==> config.mk <==
export PLATFORM = sky130hd
export DESIGN_NAME = lite_read_slave
export DESIGN_NICKNAME = d
export VERILOG_FILES = /design/src/rtl/dma_lite_pkg.sv /design/src/rtl/lite_sticky_bit.sv /design/src/rtl/lite_read_slave.sv
export SDC_FILE = /design/constraint.sdc
export NUM_CORES = 1
export LEC_CHECK = 0
export ABC_AREA = 1
export CAP_MARGIN = 10
export CORE_MARGIN = 4
export CORE_UTILIZATION = 36
export DETAILED_ROUTE_END_ITERATION = 8
export PLACE_DENSITY = 0.85
export SLEW_MARGIN = 0
export SYNTH_ARGS = -nofsm -noshare
export SYNTH_HDL_FRONTEND = slang
export SYNTH_SLANG_ARGS = --single-unit
==> constraint.sdc <==
create_clock -name clk -period 1.3 [get_ports clk]
set_clock_uncertainty 0.15 [all_clocks]
set_input_delay 0.26 -clock clk [delete_from_list [all_inputs] [get_ports clk]]
set_output_delay 0.26 -clock clk [all_outputs]
set_load 0.05 [all_outputs]
==> src/rtl/dma_lite_pkg.sv <==
// Shared AXI-Lite register map, DMASR bit layout, response codes and FSM
// encoding for the DMA lite register slave and its companion read master.
package dma_lite_pkg;

    localparam logic [9:0] MM2S_DMASR_OFFSET = 10'h004;
    localparam logic [9:0] S2MM_DMASR_OFFSET = 10'h034;

    localparam int unsigned DMASR_HALTED_BIT = 0;
    localparam int unsigned DMASR_IDLE_BIT   = 1;
    localparam int unsigned DMASR_ERR_BIT    = 4;
    localparam int unsigned DMASR_IOC_BIT    = 12;

    localparam logic [1:0] RESP_OKAY   = 2'b00;
    localparam logic [1:0] RESP_SLVERR = 2'b10;

    typedef enum logic [1:0] {
        LITE_INIT = 2'd0,
        LITE_IDLE = 2'd1,
        LITE_RESP = 2'd2
    } lite_state_e;

    // Assemble a DMASR word; bits not named here always read as zero.
    function automatic logic [31:0] dmasr_word(
        input logic halted,
        input logic idle,
        input logic err,
        input logic ioc
    );
        logic [31:0] w;
        w                   = '0;
        w[DMASR_HALTED_BIT] = halted;
        w[DMASR_IDLE_BIT]   = idle;
        w[DMASR_ERR_BIT]    = err;
        w[DMASR_IOC_BIT]    = ioc;
        return w;
    endfunction

endpackage

==> src/rtl/lite_sticky_bit.sv <==
// Single sticky status flag: set by an event pulse, cleared by a read,
// with set winning when both happen on the same edge.
module lite_sticky_bit (
    input  logic clk,
    input  logic rst_n,
    input  logic set,
    input  logic clr,
    output logic q
);

    always_ff @(posedge clk or negedge rst_n) begin
        if (!rst_n) begin
            q <= 1'b0;
        end else if (set) begin
            q <= 1'b1;
        end else if (clr) begin
            q <= 1'b0;
        end
    end

endmodule

==> src/rtl/lite_read_slave.sv <==
// AXI-Lite read-only slave exposing the MM2S and S2MM DMA status registers,
// one read outstanding, registered AR/R channel outputs.
module lite_read_slave
    import dma_lite_pkg::*;
#(
    parameter int unsigned            ADDR_WIDTH   = 10,
    parameter int unsigned            DATA_WIDTH   = 32,
    parameter logic [ADDR_WIDTH-1:0]  MM2S_SR_ADDR = ADDR_WIDTH'(MM2S_DMASR_OFFSET),
    parameter logic [ADDR_WIDTH-1:0]  S2MM_SR_ADDR = ADDR_WIDTH'(S2MM_DMASR_OFFSET)
) (
    input  logic                  clk,
    input  logic                  rst_n,
    input  logic [ADDR_WIDTH-1:0] s_axi_lite_araddr,
    input  logic                  s_axi_lite_arvalid,
    output logic                  s_axi_lite_arready,
    output logic [DATA_WIDTH-1:0] s_axi_lite_rdata,
    output logic [1:0]            s_axi_lite_rresp,
    output logic                  s_axi_lite_rvalid,
    input  logic                  s_axi_lite_rready,
    input  logic                  mm2s_halted,
    input  logic                  mm2s_idle,
    input  logic                  s2mm_halted,
    input  logic                  s2mm_idle,
    input  logic                  mm2s_ioc,
    input  logic                  s2mm_ioc,
    input  logic                  s2mm_err
);

    lite_state_e           state;
    lite_state_e           next_state;
    logic                  arready_q;
    logic                  arready_d;
    logic                  rvalid_q;
    logic                  rvalid_d;
    logic [DATA_WIDTH-1:0] rdata_q;
    logic [1:0]            rresp_q;

    logic                  ar_hs;
    logic                  r_hs;
    logic                  addr_aligned;
    logic                  hit_mm2s;
    logic                  hit_s2mm;
    logic [31:0]           rd_word;
    logic [1:0]            rd_resp;

    logic                  mm2s_ioc_q;
    logic                  s2mm_ioc_q;
    logic                  s2mm_err_q;

    assign ar_hs = s_axi_lite_arvalid & arready_q;
    assign r_hs  = rvalid_q & s_axi_lite_rready;

    // ---------------------------------------------------------------- FSM
    always_ff @(posedge clk or negedge rst_n) begin
        if (!rst_n) begin
            state     <= LITE_INIT;
            arready_q <= 1'b0;
            rvalid_q  <= 1'b0;
        end else begin
            state     <= next_state;
            arready_q <= arready_d;
            rvalid_q  <= rvalid_d;
        end
    end

    always_comb begin
        next_state = state;
        case (state)
            LITE_INIT: next_state = LITE_IDLE;
            LITE_IDLE: if (ar_hs) next_state = LITE_RESP;
            LITE_RESP: if (r_hs)  next_state = LITE_IDLE;
            default:   next_state = LITE_INIT;
        endcase
    end

    // Outputs are registered from next_state so they line up with the state
    // they belong to; leaving INIT holds arready low one extra cycle.
    always_comb begin
        arready_d = 1'b0;
        rvalid_d  = 1'b0;
        if (next_state == LITE_IDLE && state != LITE_INIT) begin
            arready_d = 1'b1;
        end
        if (next_state == LITE_RESP) begin
            rvalid_d = 1'b1;
        end
    end

    // ------------------------------------------------------- address decode
    assign addr_aligned = (s_axi_lite_araddr[1:0] == 2'b00);
    assign hit_mm2s     = (s_axi_lite_araddr == MM2S_SR_ADDR);
    assign hit_s2mm     = (s_axi_lite_araddr == S2MM_SR_ADDR);

    always_comb begin
        rd_word = '0;
        rd_resp = RESP_OKAY;
        if (!addr_aligned) begin
            rd_resp = RESP_SLVERR;
        end else if (hit_mm2s) begin
            rd_word = dmasr_word(mm2s_halted, mm2s_idle, 1'b0, mm2s_ioc_q);
        end else if (hit_s2mm) begin
            rd_word = dmasr_word(s2mm_halted, s2mm_idle, s2mm_err_q, s2mm_ioc_q);
        end
    end

    // ------------------------------------------------------- sticky flags
    lite_sticky_bit u_mm2s_ioc (
        .clk   (clk),
        .rst_n (rst_n),
        .set   (mm2s_ioc),
        .clr   (ar_hs & addr_aligned & hit_mm2s),
        .q     (mm2s_ioc_q)
    );

    lite_sticky_bit u_s2mm_ioc (
        .clk   (clk),
        .rst_n (rst_n),
        .set   (s2mm_ioc),
        .clr   (ar_hs & addr_aligned & hit_s2mm),
        .q     (s2mm_ioc_q)
    );

    lite_sticky_bit u_s2mm_err (
        .clk   (clk),
        .rst_n (rst_n),
        .set   (s2mm_err),
        .clr   (ar_hs & addr_aligned & hit_s2mm),
        .q     (s2mm_err_q)
    );

    // ---------------------------------------------------------- read data
    // Captured only on the AR handshake, so level changes and new sticky
    // events during RESP never disturb the word being returned.
    always_ff @(posedge clk or negedge rst_n) begin
        if (!rst_n) begin
            rdata_q <= '0;
            rresp_q <= RESP_OKAY;
        end else if (ar_hs) begin
            rdata_q <= DATA_WIDTH'(rd_word);
            rresp_q <= rd_resp;
        end
    end

    assign s_axi_lite_arready = arready_q;
    assign s_axi_lite_rvalid  = rvalid_q;
    assign s_axi_lite_rdata   = rdata_q;
    assign s_axi_lite_rresp   = rresp_q;

    // ---------------------------------------------------- protocol checks
    a_one_channel : assert property (@(posedge clk) disable iff (!rst_n)
        !(arready_q && rvalid_q));

    a_r_hold : assert property (@(posedge clk) disable iff (!rst_n)
        (rvalid_q && !s_axi_lite_rready) |=>
            (rvalid_q && $stable(rdata_q) && $stable(rresp_q)));

endmodule

==> metrics.log, run 1 <==
INFO  metric grt_start_max_net_pins = 13
INFO  metric ant_nets = 0
INFO  metric outcome = finished, final reports clean
INFO  metric syn-mean-instance-area = approximately 8.4 sq um
INFO  metric layout_cell_share_with_drive_strength_beyond_1 = a little over a quarter
INFO  metric synthFlopType = dfrtp_1
INFO  metric nFillCells = around 200
INFO  metric synth_area = ~900 sq um
INFO  metric drv.max_cap_violation_count = 0
INFO  metric powerDensity = 1310 nW/um^2
INFO  metric clkLatencyLatePin = around 0.27 ns
INFO  metric post_synth_mux_area_share = 0%
INFO  metric design.core.area = 2280 sq um
INFO  metric timing.critical_path.slowest_cell_delay = 0.44 ns
INFO  metric timing.critical_path.required = 0.89 ns
INFO  metric wire_length_of_the_first_global_routing_pass = 2760 microns
INFO  metric critical_path.startpoint_type = register
INFO  metric cts-htree-levels = 1
INFO  metric ys_seq_elements = 12
INFO  metric leading_area_contributor_after_synthesis = dfrtp_1
INFO  metric cts_root_buffer = clkbuf_4
INFO  metric unrepaired_setup_endpoints_after_global_routing = yes
INFO  metric first_global_vias = 692
INFO  metric post_synth_xor_area_fraction = 0%
INFO  metric cts_made_buffers = 3
INFO  metric cts.hold.buffers_added = 0
INFO  metric slowest_stage = dfrtp_2
INFO  metric critPathCaptureType = output pin
INFO  metric critical_path.reg2reg.startpoint = s_axi_lite_arready$_DFF_PN0_
INFO  metric cp_num_buf_inv = 1
INFO  metric placement.cell_area = roughly 1200 sq um
INFO  metric synthDominantCellAreaShare = between 30% and 40%
INFO  metric ys_types = 21
INFO  metric drtPass1Iterations = 6
INFO  metric async_reset_ff_share = 100%
INFO  metric crit_path_cell_trace = buf_12
INFO  metric clkTransAtPathRegs = roughly 0.070 ns
INFO  metric post_synthesis_compound_gate_area_fraction = 6.42%
INFO  metric die_height = 57.4 microns
INFO  metric seq_area_frac_synth = between 30% and 40%
INFO  metric post_synth_and_or_nand_nor_area_fraction = 29.2%
INFO  metric hpwl = approximately 1500 microns
INFO  metric seqCellArea = approximately 300 sq um
INFO  metric final.hold.worst_slack = between 0.1 and 0.15 ns
INFO  metric synth_top_family_by_area = buffers and inverters
INFO  metric syn_inst = roughly 100
INFO  metric cp-startpoint = s_axi_lite_arready$_DFF_PN0_
INFO  metric routed_wirelength = about 1900 microns
INFO  metric global_route.usage.total = between 10 and 15%
INFO  metric worst-endpoint-arrival = around 0.87 ns
INFO  metric drc_markers = 0
INFO  metric ff2ff_setup_slack = between 0.1 and 0.15 ns
INFO  metric synth_top_cells_by_area = dfrtp_1 34%, buf_4 25%, nand2_1 6.8%, inv_1 3.9%, nor2_1 3.9%
INFO  metric finalHoldViolations = 0
INFO  metric number_of_endpoints_failing_setup_at_the_final_stage = 0
INFO  metric start_util = about 39%
INFO  metric finish.instance_area = around 1300 sq um
INFO  metric final_layout_net_count = around 160
INFO  metric gr-total-overflow = 0
INFO  metric worst-r2r-cell-count = 6
INFO  metric rr_endpoint = s_axi_lite_rdata[12]$_DFFE_PN0P_
INFO  metric synth-edff-count = 0
INFO  metric synthToLayoutAreaGrowth = 45.9%
INFO  metric multi_input_comb_area = 447 sq um
INFO  metric yosysWarnings = 0
INFO  metric cp.depth = 1
INFO  metric power.static_leakage = around 0.00073 uW
INFO  metric tritoncts_clock_tree = built
INFO  metric timing.setup.critical_path_class = register to output pin
INFO  metric antenna_violations_before_repair = 0
INFO  metric synthAdderAreaFrac = 0%
INFO  metric place.port_buffers = 27
INFO  metric num_io_pins = 57
INFO  metric vias = between 700 and 800
INFO  metric timing.final.crit_period = approximately 1.3 ns
INFO  metric initial_detailed_routing_violation_count = 10
INFO  metric gp_congestion = 0.725
INFO  metric avgViaCountPerCell = 4.26
INFO  metric finalCritPeriodShare = 98.6%
INFO  metric antennaDiodeCount = 0
INFO  metric clock_tree.buffer_depth = 2
INFO  metric fp.dieW = approximately 57 microns
INFO  metric maxSlewViolCount = 0
INFO  metric critPathMaxFanout = 2
INFO  metric fp-row-count = 17
INFO  metric cts_num_sinks = 12
INFO  metric hp-class = input pin to async pin
INFO  metric floorplan.die_area = 3290 sq um
INFO  metric irDropWorstVdd = between 900 and 1000 uV
INFO  metric worst_path_dominant_cell_family = flip-flops
INFO  metric wl_per_cell = roughly 11 microns
INFO  metric fmax = between 700 and 800 MHz
-- cells by family (layout without fill, tap and decap cells) --
group	after synthesis	after routing
buffers and inverters	39	48
DFF	12	12
AOI/OAI and AO/OA	8	8
other	1	29
and+or+nand+nor	44	44
-- synth_stat cells, types with 2 or more instances --
library cell / instances
o21a_1: 2
nor2_4: 3
dfrtp_1: 12
nand2_1: 16
nand3_2: 3
nand2_4: 3
nand3_1: 4
a21o_1: 2
nor2_1: 9
nor3_1: 2
buf_4: 29
nor2_2: 2
inv_1: 9
-- where the power goes --
part / total [uW] / switching, uW / leakage (uW) / internal (uW)
Sequential: 531 / 80.0 / 0.000139 / 450
Combinational: 847 / 521 / 0.000572 / 326
Clock: 296 / 126 / 0.0000210 / 170
-- metal layers --
layer / up-vias / routed length (microns) / share of wire [%] / global-route usage (%)
met4: 0 / 12 / 0.64 / 1.99
li1: 344 / - / - / -
met2: 34 / 1010 / 53 / 20.8
met3: 2 / 172 / 9.1 / 4.30
met1: 340 / 694 / 37 / 10.7
met5: - / 0 / 0 / 0
-- cell type report --
class	instances	share of cell area, %
inverter	10	3.32
sequential	12	23.6
timing repair buffer	34	32.6
tap	28	2.74
clock buffer	4	2.83
multi-input combinational	81	34.9
-- flip-flops by register name (all words and copies together), names as in the netlist --
register and flops:
s_axi_lite_rresp 1, s_axi_lite_rdata 4, u_s2mm_ioc.q 1, s_axi_lite_arready 1, u_mm2s_ioc.q 1, state 2
u_s2mm_err.q 1, s_axi_lite_rvalid 1
-- cells in the final DEF, fill, tap and decap left out --
| cell type | instances |
|---|---|
| buf_12 | 7 |
| clkbuf_4 | 3 |
| nand2_1 | 15 |
| a31oi_1 | 1 |
| dlymetal6s2s_1 | 9 |
| inv_6 | 1 |
| inv_2 | 2 |
| o21bai_1 | 1 |
| o31ai_1 | 1 |
| buf_4 | 6 |
| conb_1 | 29 |
| nand4_1 | 1 |
| nand3_2 | 3 |
| dlygate4sd2_1 | 1 |
| buf_6 | 1 |
| nand3_1 | 3 |
| nor2_4 | 4 |
| nor2_2 | 3 |
| nor3_1 | 2 |
| o21a_1 | 2 |
| dfrtp_2 | 1 |
| clkbuf_8 | 1 |
| dfrtp_1 | 11 |
| nand2_4 | 3 |
| clkdlybuf4s50_1 | 10 |
| nor3_4 | 1 |
| nand2_2 | 1 |
| nor2_1 | 7 |
| nand3_4 | 1 |
| o21ai_0 | 1 |
| a21o_1 | 2 |
| inv_1 | 7 |
-- how the worst max path moves through the flow --
| stage | endpoint | slack, ns |
|---|---|---|
| detailed placement | s_axi_lite_rdata[12]$_DFFE_PN0P_ | -0.39 |
| global placement | s_axi_lite_rdata[1]$_DFFE_PN0P_ | -0.32 |
| CTS | u_s2mm_ioc.q$_DFFE_PN0P_ | 0.003 |
| floorplan | u_s2mm_err.q$_DFFE_PN0P_ | 0.01 |
| finish | s_axi_lite_arready | 0.02 |
| global route | s_axi_lite_rdata[12]$_DFFE_PN0P_ | -0.01 |
-- metrics by stage --
step / utilization, % / TNS (ns) / instances / setup slack (ns) / total power, uW
finish: 56.2 / 0 / 169 / 0.0184 / 1670
global route: 56.2 / -0.0304 / 169 / -0.0127 / 1750
CTS: 54.6 / 0 / 169 / 0.00322 / 1690
detailed placement: 51.8 / -3.00 / 163 / -0.395 / 1380
global placement: 51.8 / -2.42 / 163 / -0.322 / 1360
floorplan: - / 0 / 132 / 0.0105 / 1090
-- what timing repair did --
item | 4_1_cts | 5_1_grt
gates resized for setup | 5 | 13
setup endpoints to repair | 5 | 9
pin swaps | 5 | 12
gates cloned | 0 | 0
setup buffers | 2 | 0
Power figures use the tool's default switching activity.
==> run 2, diff against run 1 <==
- SLEW_MARGIN: 0 -> unset
==> results of run 2 <==
Final layout, timing and power as in run 1 (identical DEF).
